<file path="config.mk">
export PLATFORM = sky130hd
export DESIGN_NAME = mov_izquierda_seq
export DESIGN_NICKNAME = d
export VERILOG_FILES = /design/src/rtl/mov_izquierda_seq.sv
export SDC_FILE = /design/constraint.sdc
export NUM_CORES = 2
export LEC_CHECK = 0
export CELL_PAD_IN_SITES_DETAIL_PLACEMENT = 0
export CELL_PAD_IN_SITES_GLOBAL_PLACEMENT = 2
export CORE_AREA = 4 4 312 314
export DETAILED_ROUTE_END_ITERATION = 12
export DIE_AREA = 0 0 316 318
export HOLD_SLACK_MARGIN = 0.03
export PLACE_DENSITY = 0.86
export SLEW_MARGIN = 20
export SYNTH_ARGS = -nofsm -noshare
export SYNTH_HDL_FRONTEND = slang
export SYNTH_SLANG_ARGS = --single-unit
export TNS_END_PERCENT = 100
</file>
<file path="constraint.sdc">
create_clock -name clk -period 22.9 [get_ports clk]
set_input_delay 6.87 -clock clk [delete_from_list [all_inputs] [get_ports clk]]
set_output_delay 6.87 -clock clk [all_outputs]
set_load 0.01 [all_outputs]
</file>
<file path="src/rtl/mov_izquierda_seq.sv">
// Sequential 2048 move-left engine: one row per four-state phase under a start/done handshake.
// Optional win detection is enabled by defining MOV_IZQUIERDA_WIN_DETECT_EN.
module mov_izquierda_seq #(
    parameter int TILE_W    = 12,
    parameter int SCORE_W   = 20,
    parameter int WIN_VALUE = 2048
) (
    input  logic                   clk,
    input  logic                   rst_n,
    input  logic                   start,
    input  logic [16*TILE_W-1:0]   matrix_in,
    output logic                   busy,
    output logic                   done,
    output logic [16*TILE_W-1:0]   matrix_out,
    output logic [SCORE_W-1:0]     score,
    output logic                   moved,
    output logic                   win
);

    typedef enum logic [2:0] {
        S_IDLE,
        S_SQUEEZE,
        S_MERGE,
        S_RESQUEEZE,
        S_NEXT,
        S_FINISH
    } state_t;

    typedef logic [TILE_W-1:0]  tile_t;
    typedef tile_t [3:0]        row_t;    // [j], column 0 in the low bits
    typedef row_t  [3:0]        board_t;  // [i], row 0 in the low bits

    // Packs the non-zero tiles of a row towards column 0, preserving order.
    function automatic row_t squeeze_row(input row_t t);
        row_t       o;
        logic [2:0] k;
        o = '0;
        k = '0;
        for (int j = 0; j < 4; j++) begin
            if (t[j] != '0) begin
                o[k[1:0]] = t[j];
                k         = k + 3'd1;
            end
        end
        return o;
    endfunction

    // Doubles a tile, clamping to all-ones when the result does not fit.
    function automatic tile_t double_tile(input tile_t v);
        logic [TILE_W:0] s;
        s = {v, 1'b0};
        return s[TILE_W] ? '1 : s[TILE_W-1:0];
    endfunction

    function automatic logic [SCORE_W-1:0] sat_add(input logic [SCORE_W-1:0] a,
                                                   input logic [TILE_W:0]    b);
        logic [SCORE_W:0] s;
        s = {1'b0, a} + (SCORE_W + 1)'(b);
        return s[SCORE_W] ? '1 : s[SCORE_W-1:0];
    endfunction

    state_t                state_q, state_d;
    logic [1:0]            row_q, row_d;
    logic                  busy_q, busy_d;
    logic                  done_q, done_d;
    board_t                out_q, out_d;
    logic [SCORE_W-1:0]    score_q, score_d;
    logic                  moved_q, moved_d;

    board_t                work_q, work_d;
    board_t                in_q, in_d;
    logic [SCORE_W-1:0]    acc_q, acc_d;

    row_t                  cur_row;
    row_t                  merged_row;
    logic [TILE_W:0]       merge_gain;

`ifdef MOV_IZQUIERDA_WIN_DETECT_EN
    localparam tile_t WIN_TILE = TILE_W'(WIN_VALUE);
    logic win_hit;
    logic win_flag_q, win_flag_d;
    logic win_q, win_d;
    assign win = win_q;
`else
    localparam bit WIN_CFG_OK = (WIN_VALUE > 0);
    assign win = WIN_CFG_OK & 1'b0;
`endif

    assign cur_row = work_q[row_q];

    // Single left-to-right merge pass over an already squeezed row.
    always_comb begin
        // NOTE: every combinational output gets a default first so no latch is inferred.
        merged_row = cur_row;
        merge_gain = '0;
`ifdef MOV_IZQUIERDA_WIN_DETECT_EN
        win_hit = 1'b0;
`endif
        if (cur_row[0] != '0 && cur_row[0] == cur_row[1]) begin
            merged_row[0] = double_tile(cur_row[0]);
            merged_row[1] = '0;
            merge_gain    = merge_gain + {1'b0, merged_row[0]};
`ifdef MOV_IZQUIERDA_WIN_DETECT_EN
            win_hit = win_hit | (merged_row[0] == WIN_TILE);
`endif
            if (cur_row[2] != '0 && cur_row[2] == cur_row[3]) begin
                merged_row[2] = double_tile(cur_row[2]);
                merged_row[3] = '0;
                merge_gain    = merge_gain + {1'b0, merged_row[2]};
`ifdef MOV_IZQUIERDA_WIN_DETECT_EN
                win_hit = win_hit | (merged_row[2] == WIN_TILE);
`endif
            end
        end else if (cur_row[1] != '0 && cur_row[1] == cur_row[2]) begin
            merged_row[1] = double_tile(cur_row[1]);
            merged_row[2] = '0;
            merge_gain    = merge_gain + {1'b0, merged_row[1]};
`ifdef MOV_IZQUIERDA_WIN_DETECT_EN
            win_hit = win_hit | (merged_row[1] == WIN_TILE);
`endif
        end else if (cur_row[2] != '0 && cur_row[2] == cur_row[3]) begin
            merged_row[2] = double_tile(cur_row[2]);
            merged_row[3] = '0;
            merge_gain    = merge_gain + {1'b0, merged_row[2]};
`ifdef MOV_IZQUIERDA_WIN_DETECT_EN
            win_hit = win_hit | (merged_row[2] == WIN_TILE);
`endif
        end
    end

    always_comb begin
        state_d = state_q;
        row_d   = row_q;
        busy_d  = busy_q;
        done_d  = 1'b0;
        out_d   = out_q;
        score_d = score_q;
        moved_d = moved_q;
        work_d  = work_q;
        in_d    = in_q;
        acc_d   = acc_q;
`ifdef MOV_IZQUIERDA_WIN_DETECT_EN
        win_flag_d = win_flag_q;
        win_d      = win_q;
`endif
        case (state_q)
            S_IDLE: begin
                if (start) begin
                    in_d    = matrix_in;
                    work_d  = matrix_in;
                    row_d   = 2'd0;
                    acc_d   = '0;
                    busy_d  = 1'b1;
                    state_d = S_SQUEEZE;
`ifdef MOV_IZQUIERDA_WIN_DETECT_EN
                    win_flag_d = 1'b0;
                    win_d      = 1'b0;
`endif
                end
            end
            S_SQUEEZE: begin
                work_d[row_q] = squeeze_row(cur_row);
                state_d       = S_MERGE;
            end
            S_MERGE: begin
                work_d[row_q] = merged_row;
                acc_d         = sat_add(acc_q, merge_gain);
                state_d       = S_RESQUEEZE;
`ifdef MOV_IZQUIERDA_WIN_DETECT_EN
                win_flag_d = win_flag_q | win_hit;
`endif
            end
            S_RESQUEEZE: begin
                work_d[row_q] = squeeze_row(cur_row);
                state_d       = S_NEXT;
            end
            S_NEXT: begin
                if (row_q == 2'd3) begin
                    out_d   = work_q;
                    score_d = acc_q;
                    moved_d = (work_q != in_q);
                    done_d  = 1'b1;
                    busy_d  = 1'b0;
                    state_d = S_FINISH;
`ifdef MOV_IZQUIERDA_WIN_DETECT_EN
                    win_d = win_flag_q;
`endif
                end else begin
                    row_d   = row_q + 2'd1;
                    state_d = S_SQUEEZE;
                end
            end
            S_FINISH: begin
                state_d = S_IDLE;
            end
            default: begin
                state_d = S_IDLE;
                busy_d  = 1'b0;
            end
        endcase
    end

    // NOTE: sequential state uses non-blocking assignments only.
    always_ff @(posedge clk or negedge rst_n) begin
        if (!rst_n) begin
            state_q <= S_IDLE;
            row_q   <= 2'd0;
            busy_q  <= 1'b0;
            done_q  <= 1'b0;
            out_q   <= '0;
            score_q <= '0;
            moved_q <= 1'b0;
`ifdef MOV_IZQUIERDA_WIN_DETECT_EN
            win_q   <= 1'b0;
`endif
        end else begin
            state_q <= state_d;
            row_q   <= row_d;
            busy_q  <= busy_d;
            done_q  <= done_d;
            out_q   <= out_d;
            score_q <= score_d;
            moved_q <= moved_d;
`ifdef MOV_IZQUIERDA_WIN_DETECT_EN
            win_q   <= win_d;
`endif
        end
    end

    // NOTE: working board, latched input and accumulator are loaded on every accepted
    // start before being read, so they carry no reset.
    always_ff @(posedge clk) begin
        work_q <= work_d;
        in_q   <= in_d;
        acc_q  <= acc_d;
`ifdef MOV_IZQUIERDA_WIN_DETECT_EN
        win_flag_q <= win_flag_d;
`endif
    end

    assign busy       = busy_q;
    assign done       = done_q;
    assign matrix_out = out_q;
    assign score      = score_q;
    assign moved      = moved_q;

endmodule

</file>
==> impl_results.html <==
<table>
<tr><th>Metric</th><th>Value</th></tr>
<tr><th colspan="2">Route</th></tr>
<tr><td>Length of the first detailed-routing pass in iterations</td><td>5</td></tr>
<tr><td>Routed via count divided by cell count</td><td>between 5 and 6</td></tr>
<tr><td>Detail Route met3 WL</td><td>about 17000 um</td></tr>
<tr><td>DRT Wirelength</td><td>~130000 um</td></tr>
<tr><td>Detailed route wirelength on metal2</td><td>approximately 60000 um</td></tr>
<tr><td>Uppermost signal routing layer after detailed routing</td><td>met5</td></tr>
<tr><td>Violation count after the first detailed-routing iteration</td><td>between 3000 and 4000</td></tr>
<tr><td>Count of antenna-violating nets left after detailed routing</td><td>0</td></tr>
<tr><td>Routed len/inst</td><td>~31 um</td></tr>
<tr><td>Detailed-routing wirelength on met1</td><td>52400 um</td></tr>
<tr><td>Residual DRC count</td><td>0</td></tr>
<tr><td>Overall via count from detail_route</td><td>about 25000</td></tr>
<tr><th colspan="2">GRT</th></tr>
<tr><td>Global-route wire length before repair</td><td>approximately 190000 um</td></tr>
<tr><td>GR Overflow Total</td><td>0</td></tr>
<tr><td>Largest net degree at the start of global routing</td><td>77</td></tr>
<tr><td>Tot GR Track Use</td><td>between 20 and 30%</td></tr>
<tr><td>Number of antenna violations at the first check in global routing</td><td>20</td></tr>
<tr><td>Vias in the first global route</td><td>23900</td></tr>
<tr><th colspan="2">Power</th></tr>
<tr><td>Highest ir drop seen on vdd</td><td>between 0.1 and 0.15 mV</td></tr>
<tr><td>Lkg Pwr</td><td>15.4 nW</td></tr>
<tr><td>Power density over the cells</td><td>between 150 and 200 nW/um2</td></tr>
<tr><th colspan="2">Logic synthesis</th></tr>
<tr><td>Post-Synthesis Cells</td><td>roughly 2600</td></tr>
<tr><td>Average instance area after synthesis</td><td>about 12 um2</td></tr>
<tr><td>Syn. warnings</td><td>0</td></tr>
<tr><td>Post-synthesis cell type with the largest combined area</td><td>edfxtp_1</td></tr>
<tr><td>Post-synthesis async set-or-reset flop share</td><td>a little over a third</td></tr>
<tr><td>Syn Nets</td><td>roughly 2800</td></tr>
<tr><td>Synthesized area</td><td>between 30000 and 40000 um2</td></tr>
<tr><td>Distinct cell type count after synthesis</td><td>77</td></tr>
<tr><td>Post-synth top flop</td><td>edfxtp_1</td></tr>
<tr><td>Number of register bits inferred by synthesis</td><td>between 600 and 700</td></tr>
<tr><td>Area contributors post-synth</td><td>edfxtp_1, dfrtp_1, mux2_2</td></tr>
<tr><td>Part of the Yosys area used for sequential elements</td><td>55.2%</td></tr>
<tr><td>EDFF count, synth</td><td>404</td></tr>
<tr><td>Yosys top cell area share</td><td>around 38%</td></tr>
<tr><th colspan="2">Setup path</th></tr>
<tr><td>Crit path launch type</td><td>primary input</td></tr>
<tr><td>Setup Crit Path Kind</td><td>in2reg</td></tr>
<tr><td>Data arrival time at the worst-slack endpoint</td><td>between 9 and 10 ns</td></tr>
<tr><td>Source of the worst register-to-register timing path</td><td>row_q[0]</td></tr>
<tr><td>Data required time at the worst endpoint</td><td>23.14 ns</td></tr>
<tr><td>Worst r2r path cells</td><td>20</td></tr>
<tr><td>Cell seen most often among critical-path stages</td><td>buf_4</td></tr>
<tr><td>Crit-path max cell delay</td><td>roughly 0.89 ns</td></tr>
<tr><td>Element type at the critical path end</td><td>flop</td></tr>
<tr><td>Crit-path slowest cell</td><td>buf_4</td></tr>
<tr><td>Critical Path Fanout Max</td><td>73</td></tr>
<tr><td>R2R setup slack</td><td>14.87 ns</td></tr>
<tr><td>Cells along the critical path</td><td>clkdlybuf4s50_1, nor4b_4, buf_4, buf_4</td></tr>
<tr><td>Worst reg2reg endpoint</td><td>acc_q[17]</td></tr>
<tr><th colspan="2">Timing</th></tr>
<tr><td>Final hold vios</td><td>0</td></tr>
<tr><td>Period utilisation layout</td><td>41.2%</td></tr>
<tr><td>Worst slew pin tran</td><td>1.14 ns</td></tr>
<tr><td>Unrepaired setup endpoints after global routing</td><td>false</td></tr>
<tr><td>Relative slew slack</td><td>between 20% and 30%</td></tr>
<tr><td>Highest attainable clock frequency</td><td>about 0.11 GHz</td></tr>
<tr><td>Period minus WS final</td><td>roughly 9.4 ns</td></tr>
<tr><td>Number of pins with negative max-slew slack in the final report</td><td>0</td></tr>
<tr><td>Post-route clock skew</td><td>0.0411 ns</td></tr>
<tr><td>Setup-violating endpoint count in the final report</td><td>0</td></tr>
<tr><td>Accumulated negative setup slack</td><td>0 ns</td></tr>
<tr><th colspan="2">Flow run</th></tr>
<tr><td>Max-capacitance violation count</td><td>0</td></tr>
<tr><th colspan="2">Hold path</th></tr>
<tr><td>Min-delay src</td><td>matrix_out[23]</td></tr>
<tr><td>Min-Delay Path Class</td><td>reg2reg</td></tr>
<tr><td>Hold Path End</td><td>matrix_out[23]</td></tr>
<tr><td>Min-Delay Path Depth</td><td>1</td></tr>
<tr><th colspan="2">CTS</th></tr>
<tr><td>CTS H-Tree Depth</td><td>3</td></tr>
<tr><td>Clock tree from TritonCTS</td><td>done</td></tr>
<tr><td>Total CTS buffers</td><td>between 70 and 80</td></tr>
<tr><td>CTS clock-pin slew for the worst setup and hold paths</td><td>approximately 0.06 ns</td></tr>
<tr><td># clock sinks</td><td>approximately 620</td></tr>
<tr><td>Resize count post-CTS</td><td>0</td></tr>
<tr><td>Post-CTS setup repair buffer count</td><td>0</td></tr>
<tr><td>Root buffer selected by CTS</td><td>clkbuf_16</td></tr>
<tr><td>Cts hold-fix bufs</td><td>0</td></tr>
<tr><td>Buffers from clock root to sink, at most</td><td>3</td></tr>
<tr><td>Worst-skew pair later-pin latency</td><td>about 0.64 ns</td></tr>
<tr><th colspan="2">Run status</th></tr>
<tr><td>Status</td><td>finished, final reports clean</td></tr>
<tr><th colspan="2">Floorplan</th></tr>
<tr><td>Number of core rows</td><td>around 110</td></tr>
<tr><td>Chip width</td><td>approximately 320 um</td></tr>
<tr><td>Height of the die</td><td>roughly 320 um</td></tr>
<tr><td>Die footprint</td><td>roughly 100000 um2</td></tr>
<tr><td>Placeable core area</td><td>about 95000 um2</td></tr>
<tr><td>Initial Utilization</td><td>about a third</td></tr>
<tr><td>Number of placed I/O pins</td><td>411</td></tr>
<tr><th colspan="2">Finish</th></tr>
<tr><td>Final Net Count</td><td>between 3000 and 4000</td></tr>
<tr><td>Layout overhead on the synthesized area</td><td>24.0%</td></tr>
<tr><td>Finished Cell Area</td><td>roughly 40000 um2</td></tr>
<tr><td>Non-filler instance count after layout</td><td>around 4300</td></tr>
<tr><td>Fraction of final layout cells with drive strength greater than 1</td><td>between 10% and 20%</td></tr>
<tr><th colspan="2">Placed design</th></tr>
<tr><td>Standard cell area after detailed placement</td><td>about 37000 um2</td></tr>
<tr><td>Placer congestion estimate</td><td>roughly 0.98</td></tr>
<tr><td>Port buffer count</td><td>409</td></tr>
<tr><td>Hpwl dp</td><td>97600 um</td></tr>
<tr><td>Inst Count DP</td><td>a little over 4000</td></tr>
</table>
[layer usage]
metal / vias to the layer above / GRT usage, %
li1: 10500 / -
met3: 269 / 7.31
met1: 12800 / 35.6
met2: 1818 / 38.6
met4: 14 / 8.87
met5: - / 0
[worst max path at each step]
stage          slack (ns)  depth (start not counted)        end  startpoint
3_5_place_dp        12.89                          4   in_q[15]       start
3_3_place_gp        12.93                          4  in_q[159]       start
4_1_cts             13.53                          4   in_q[15]       start
5_1_grt             13.38                          4  in_q[117]       start
6_report            13.46                          4   in_q[15]       start
2_1_floorplan        3.82                          2   acc_q[0]       start
[power by group]
part	switching, mW	internal (mW)	total (mW)
clock	0.496	0.698	1.19
sequential	0.434	1.73	2.17
combinational	2.28	1.17	3.46
total	3.21	3.61	6.82
[state kept, by name (all words and copies together), names as in the netlist]
register and flops:
score 20, matrix_out 192, moved 1, in_q 192
state_q 3, work_q 192, acc_q 20, row_q 2
done 1, busy 1
[synth_stat cells, types with 6 or more instances]
master and count:
edfxtp_1 404, o211ai_1 7, a21oi_1 103, o21ai_1 19, buf_1 12, and2_1 13, mux2_2 215, buf_2 41
o22ai_1 13, dfrtp_1 220, nand3_1 33, xor2_1 83, a211o_1 25, a221o_1 56, o2bb2ai_1 6, ha_1 34
mux4_2 48, a21o_1 45, inv_1 59, a22o_1 102, nor2b_1 8, buf_6 8, mux2i_1 16, clkbuf_1 122
nor3_1 21, nor4_1 40, or2_2 18, nor2_1 126, o21ai_0 86, a211oi_1 32, a32oi_1 11, xnor2_1 140
nand2_1 198, nand4_1 42, a22oi_1 84, nand2b_1 6
[cells by family (layout without fill, tap and decap cells)]
kind of cell	Yosys count	count (layout)	synth area share, %
compound gates	631	631	14.3
flops	624	624	55.2
simple gates	543	543	8.11
mux	281	281	11.6
buf+inv	244	633	3.24
xor+xnor	223	223	6.11
fa+ha+maj	36	36	1.46
other cells	1	14	0.0117
[cell usage in the layout (no fill, tap or decap), drive strengths merged, types with 23 or more instances in the layout]
cell / n
clkinv: 25
mux2: 215
a211o: 25
ha: 34
xnor2: 140
edfxtp: 404
a21oi: 107
buf: 35
clkbuf: 92
nand2: 199
a22oi: 84
nor2: 127
nor3: 23
a221o: 56
a211oi: 33
nor4: 44
dfrtp: 220
o21ai: 106
nand4: 42
nand3: 34
a21o: 45
a22o: 102
inv: 64
mux4: 48
clkdlybuf4s50: 408
xor2: 83
[critical path: cells and delay by family]
| kind | cells | cell delay (ns) |
|---|---|---|
| buffers and inverters | 3 | 2.39 |
| AND/OR/NAND/NOR | 1 | 0.28 |
[metrics by stage]
| stage | power [mW] | setup WS (ns) | util [%] | hold WS (ns) |
|---|---|---|---|---|
| 2_1_floorplan | 4.16 | 3.82 | - | 0.488 |
| 3_3_place_gp | 5.45 | 12.93 | 39.3 | 0.490 |
| 3_5_place_dp | 5.50 | 12.89 | 39.3 | 0.494 |
| 4_1_cts | 6.70 | 13.53 | 41.9 | 0.507 |
| 5_1_grt | 7.04 | 13.38 | 41.9 | 0.510 |
| 6_report | 6.82 | 13.46 | 41.9 | 0.503 |
[cell type report]
| class | instances | area, um2 |
|---|---|---|
| fillers | 8810 | 54900 |
| multi-input cells | 1715 | 13400 |
| clock inverters | 39 | 450 |
| clock buffers | 92 | 1980 |
| inverters | 59 | 221 |
| repair buffers | 443 | 4350 |
| diodes | 13 | 32.5 |
| flip-flops and latches | 624 | 17600 |
| well taps | 1265 | 1580 |
Power figures use the tool's default switching activity.
